[src/rtl/agc_phase_sequencer.sv]
// AGC timer sequencer: divides CLK_EN ticks into phases, time pulses and memory cycles,
// with STOP halting, MCT/time-pulse single-stepping and a free-running P scaler.
module agc_phase_sequencer #(
  parameter int PHASES   = 4,
  parameter int NTP      = 12,
  parameter int RT_PH    = 1,
  parameter int WT_PH    = 2,
  parameter int CT_PH    = 3,
  parameter int NSCALER  = 5,
  parameter int PRESCALE = 48
) (
  input  logic               SIM_CLK,
  input  logic               SIM_RST,
  input  logic               CLK_EN,
  input  logic               STOP,
  input  logic               STEP,
  input  logic               STEP_TP,
  output logic [PHASES-1:0]  PHS,
  output logic [NTP-1:0]     T,
  output logic               RT,
  output logic               WT,
  output logic               CT,
  output logic               MCT,
  output logic               HALTED,
  output logic [NSCALER-1:0] P,
  output logic [NSCALER-1:0] P_
);

  localparam int PH_W = $clog2(PHASES);
  localparam int TP_W = $clog2(NTP);
  localparam int PS_W = (PRESCALE > 1) ? $clog2(PRESCALE) : 1;

  typedef enum logic [1:0] {
    ST_RUN,
    ST_HALT,
    ST_STEP
  } mode_e;

  mode_e              mode_q, mode_d;
  logic [PH_W-1:0]    ph_q, ph_d;
  logic [TP_W-1:0]    tp_q, tp_d;
  logic [PS_W-1:0]    pre_q, pre_d;
  logic [NSCALER-1:0] p_q, p_d;
  logic               mct_q, mct_d;
  logic               step_pend_q, step_pend_d;
  logic               step_prev_q, step_prev_d;

  logic step_edge;
  logic ph_last;
  logic tp_last;

  always_comb begin
    mode_d      = mode_q;
    ph_d        = ph_q;
    tp_d        = tp_q;
    pre_d       = pre_q;
    p_d         = p_q;
    mct_d       = 1'b0;
    step_prev_d = STEP;
    step_edge   = STEP & ~step_prev_q;
    ph_last     = (ph_q == PH_W'(PHASES - 1));
    tp_last     = (tp_q == TP_W'(NTP - 1));
    step_pend_d = step_pend_q | (step_edge & (mode_q == ST_HALT));

    if (CLK_EN) begin
      if (pre_q == PS_W'(PRESCALE - 1)) begin
        pre_d = '0;
        p_d   = p_q + NSCALER'(1);
      end else begin
        pre_d = pre_q + PS_W'(1);
      end

      case (mode_q)
        ST_HALT: begin
          // Leaving halt always starts from ph=0, so this tick can never be a boundary.
          if (step_pend_q || !STOP) begin
            mode_d      = step_pend_q ? ST_STEP : ST_RUN;
            step_pend_d = 1'b0;
            ph_d        = ph_q + PH_W'(1);
          end
        end
        default: begin
          if (ph_last) begin
            ph_d  = '0;
            tp_d  = tp_last ? '0 : tp_q + TP_W'(1);
            mct_d = tp_last;
            if (STEP_TP || tp_last) begin
              mode_d = STOP ? ST_HALT : ST_RUN;
            end
          end else begin
            ph_d = ph_q + PH_W'(1);
          end
        end
      endcase
    end
  end

  always_ff @(posedge SIM_CLK or posedge SIM_RST) begin
    if (SIM_RST) begin
      mode_q      <= ST_RUN;
      ph_q        <= '0;
      tp_q        <= '0;
      pre_q       <= '0;
      p_q         <= '0;
      mct_q       <= 1'b0;
      step_pend_q <= 1'b0;
      step_prev_q <= 1'b1;
    end else begin
      mode_q      <= mode_d;
      ph_q        <= ph_d;
      tp_q        <= tp_d;
      pre_q       <= pre_d;
      p_q         <= p_d;
      mct_q       <= mct_d;
      step_pend_q <= step_pend_d;
      step_prev_q <= step_prev_d;
    end
  end

  always_comb begin
    PHS = '0;
    T   = '0;
    for (int unsigned i = 0; i < PHASES; i++) begin
      PHS[i] = (ph_q == PH_W'(i));
    end
    for (int unsigned j = 0; j < NTP; j++) begin
      T[j] = (tp_q == TP_W'(j));
    end
  end

  assign HALTED = (mode_q == ST_HALT);
  assign RT     = (ph_q == PH_W'(RT_PH)) & ~HALTED;
  assign WT     = (ph_q == PH_W'(WT_PH)) & ~HALTED;
  assign CT     = (ph_q == PH_W'(CT_PH)) & ~HALTED;
  assign MCT    = mct_q;
  assign P      = p_q;
  assign P_     = ~p_q;

endmodule

[config.mk]
export PLATFORM = sky130hd
export DESIGN_NAME = agc_phase_sequencer
export DESIGN_NICKNAME = d
export VERILOG_FILES = /design/src/rtl/agc_phase_sequencer.sv
export SDC_FILE = /design/constraint.sdc
export NUM_CORES = 1
export LEC_CHECK = 0
export ABC_AREA = 1
export BUFFER_PORTS_ARGS = -buffer_cell sky130_fd_sc_hd__buf_2
export CAP_MARGIN = 20
export CORE_UTILIZATION = 51
export DETAILED_ROUTE_END_ITERATION = 8
export PLACE_DENSITY = 0.79
export RECOVER_POWER = 25
export SYNTH_ARGS = -nofsm -noshare
export SYNTH_HDL_FRONTEND = slang
export SYNTH_SLANG_ARGS = --single-unit
[constraint.sdc]
create_clock -name SIM_CLK -period 1.43 [get_ports SIM_CLK]
set_input_delay 0.0715 -clock SIM_CLK [delete_from_list [all_inputs] [get_ports SIM_CLK]]
set_output_delay 0.0715 -clock SIM_CLK [all_outputs]
set_load 0.01 [all_outputs]
==> results <==
- In this run the horizontal extent of the chip is 52.4 um.
- STA classifies the critical path endpoint as an output pin.
- The number of different library cells used by synthesis comes to 23.
- Dividing the detail-routed wire length by the instance count gives 11.9 um.
- The sequential area share after synthesis is 42.6%.
- The cell area reported after detailed placement is 1500 sq um.
- The starting utilization of the core area is 56.4%.
- The netlist area before placement is 1300 sq um.
- After synthesis, the largest area contributor takes up 40.5% of total cell area.
- The number of antenna violations at the first check in global routing came to 0.
- The vertical die dimension is 52.4 um.
- The final route contains 1173 vias.
- The final count of negative-setup-slack endpoints is 0.
- The worst hold margin is 0.0892 ns.
- The number of vias per cell is 5.03.
- Excluding fillers, the count of instances in the completed layout stands at 233.
- The largest fanout of any net on the critical path is 5.
- The tightest min-delay check is of the input pin to flip-flop type.
- The die covers 2750 sq um.
- The HPWL after detailed placement is 2.00 mm.
- The CTS buffer count is 3.
- For this run, the detailed router's first-pass iteration total came to 4.
- For this design, the sink count on the clock tree is 22.
- The number of DRC violations after detailed routing is 0.
- Buffers placed on the I/O ports in this run total 36.
- After detailed routing, the wire length on met1 is 1.18 mm.
- CTS built an H-tree with a depth of 1.
- 0 antenna diodes ended up in the layout.
- The number of antenna-violating nets in the routed design is 0.
- Across the whole layout, storage elements account for 554 sq um.
- After detailed routing, no signal wire sits above met4.
- The run finished with clean final reports.
- At the pin with the least slew margin, the transition time is 0.548 ns.
- The post-synthesis average cell area is 8.15 sq um.
- The length of routed met2 wiring is 1.41 mm.
- Wires add up to 2.76 mm.
- The leakage power summed over all cells is 0.892 nW.
- The warning count from the yosys run is 0.
- The region available for standard cell placement spans 2300 sq um.
- In this run the tightest slew margin relative to its limit is 63.5%.
- The total of flip-flops plus latches after synthesis is 22.
- The smallest clock period supported by the final layout is computed as 1.38 ns.
- The CTS tree is yes.
- The critical path startpoint category is a flip-flop.
- During I/O placement, the number of pins put on the boundary was 37.
- The via count of the first global-routing pass came to 1005.
- The total overflow reported by the global router is 0.
- Summing internal, switching and leakage power gives 3.33 mW.
- The area growth from synthesis to layout is 25.6%.
- The cell count after synthesis is 159.
- The multi-input combinational cell area is 629 sq um.
- After detailed routing, the met3 layer carries 146 um of wire.
- Setup repair after global routing could not meet its margin everywhere.
- After filler insertion, the fill cell instance count of the layout stands at 191.
- In this run, placement finished with an instance count of 221.
- The hold violation total from the final report is 0.
- The floorplan has 17 rows.
- The clock tree buffer depth is 2.
- The global placement routability congestion is 0.767.
- Based on the critical path, the design can be clocked at up to 0.724 GHz.
- The count of routing violations after the opening detailed-route iteration is 24.
- The data required time of the critical path is 1.36 ns.
- Entering global routing, the biggest net connects 23 pins.
- The fraction of final layout cells with drive strength greater than 1 is 34.6%.
- In the post-synthesis netlist, the biggest area contributors are sky130_fd_sc_hd__dfrtp_1 (41%), sky130_fd_sc_hd__ha_1 (9.7%), sky130_fd_sc_hd__nand2_1 (8.7%).
- The number of max-slew violations in the final report is 0.
- The clock-pin transition on the worst setup and hold timing paths is 0.11 ns.
- The library cells used most frequently in the layout, excluding fill and tap cells, are sky130_fd_sc_hd__buf_2 (35), sky130_fd_sc_hd__nand2_1 (30), sky130_fd_sc_hd__inv_1 (21).
- For this design the ratio of total power to cell area is 2050 nW/um^2.
- Data arrives at the worst endpoint at 1.31 ns.
- The biggest area contributor in the post-synthesis netlist is sky130_fd_sc_hd__dfrtp_1.
- The post-route clock skew is 0.00306 ns.
- The most common cell after layout, fill and taps aside is sky130_fd_sc_hd__buf_2.
- The final worst-path cycle share is 96.6%.
- The root buffer cell is sky130_fd_sc_hd__clkbuf_4.
- At the end of the flow, the number of nets in the layout was 222.
- VDD sags by at most 1.43 mV.
- The summed area of non-filler cells in the final layout is 1630 sq um.
- Clock latency on the worst-skew pair, taken at its later pin, is 0.30 ns.
- The post-synthesis net count is 175.
- Max-cap violations in this run came to 0.
- The overall routing resource usage is 20.7%.
- The wire length of the first global-routing pass is 4.17 mm.
- The worst setup path is of the flip-flop to output pin kind.
## critical path: stages (launching register included)
cell and delay [ns]:
sky130_fd_sc_hd__dfrtp_1 0.44, sky130_fd_sc_hd__buf_4 0.14, sky130_fd_sc_hd__ha_2 0.16, sky130_fd_sc_hd__inv_2 0.04, sky130_fd_sc_hd__nor2_1 0.09, sky130_fd_sc_hd__buf_2 0.13
## report_power, final
part | switching [mW] | leakage, nW | internal [mW] | total (mW)
Clock | 0.177 | 0.0210 | 0.155 | 0.332
Sequential | 0.305 | 0.264 | 0.890 | 1.19
Combinational | 1.05 | 0.607 | 0.755 | 1.80
## final cells by class
cell class,count,share of cell area (%)
multi-input combinational,103,38.7
sequential,22,34.1
inverter,31,7.38
clock buffer,4,2.23
timing repair buffer,45,15.5
tap,28,2.15
## through the flow
stage / utilization (%) / setup slack, ns / TNS, ns
floorplan: - / 0.253 / 0
global placement: 65.1 / 0.123 / 0
detailed placement: 65.1 / 0.0715 / 0
CTS: 67.8 / 0.00468 / 0
global route: 70.9 / -0.0542 / -0.330
finish: 70.9 / 0.0486 / 0
## routing by layer
| layer | vias to the layer above | track usage, % |
|---|---|---|
| li1 | 582 | - |
| met1 | 536 | 23.9 |
| met2 | 51 | 37.6 |
| met3 | 4 | 3.77 |
| met4 | 0 | 7.89 |
| met5 | - | 0 |
## cell families after synthesis
logic type / count (synthesis) / share of synthesized area, %
XOR/XNOR: 6 / 4.05
AND/OR/NAND/NOR: 74 / 26.8
AO/OA/AOI/OAI: 13 / 5.89
flip-flops: 22 / 42.6
adder cells (fa/ha/maj): 10 / 9.65
buffers and inverters: 34 / 11.0
## worst paths after layout
kind	startpoint	endpoint	slack (ns)	cells after the start
max	tp_q[1]$_DFFE_PP0P_	T[10]	0.05	5
min	CLK_EN	pre_q[1]$_DFFE_PP0P_	0.09	3
max reg2reg	ph_q[1]$_DFFE_PP0P_	tp_q[2]$_DFFE_PP0P_	0.08	6
min reg2reg	mode_q[0]$_DFFE_PP0P_	mode_q[0]$_DFFE_PP0P_	0.54	2
max in group asynchronous	SIM_RST	ph_q[0]$_DFFE_PP0P_	0.61	4
min in group asynchronous	SIM_RST	pre_q[1]$_DFFE_PP0P_	0.43	4
## cell usage after synthesis (all sizes together)
library cell	number
dfrtp	21
nand2	31
inv	30
clkinv	1
xor2	5
nand4	3
buf	3
o21ai	12
xnor2	1
nand3	14
nor3	1
or2	2
nor2	22
ha	10
dfstp	1
nand3b	1
a21oi	1
## state kept, by name, summed over array words and instances, names as in the netlist
register     flops
mode_q           2
tp_q             4
step_prev_q      1
step_pend_q      1
P                5
ph_q             2
pre_q            6
MCT              1
## repair_timing
action / CTS / global route
endpoints found under the hold margin: 22 / 0
gates resized for setup: 1 / 17
endpoints found under the setup margin: 1 / 21
hold buffers: 2 / 0
pin swaps: 0 / 6
buffers inserted: 0 / 6
Power figures use the tool's default switching activity.
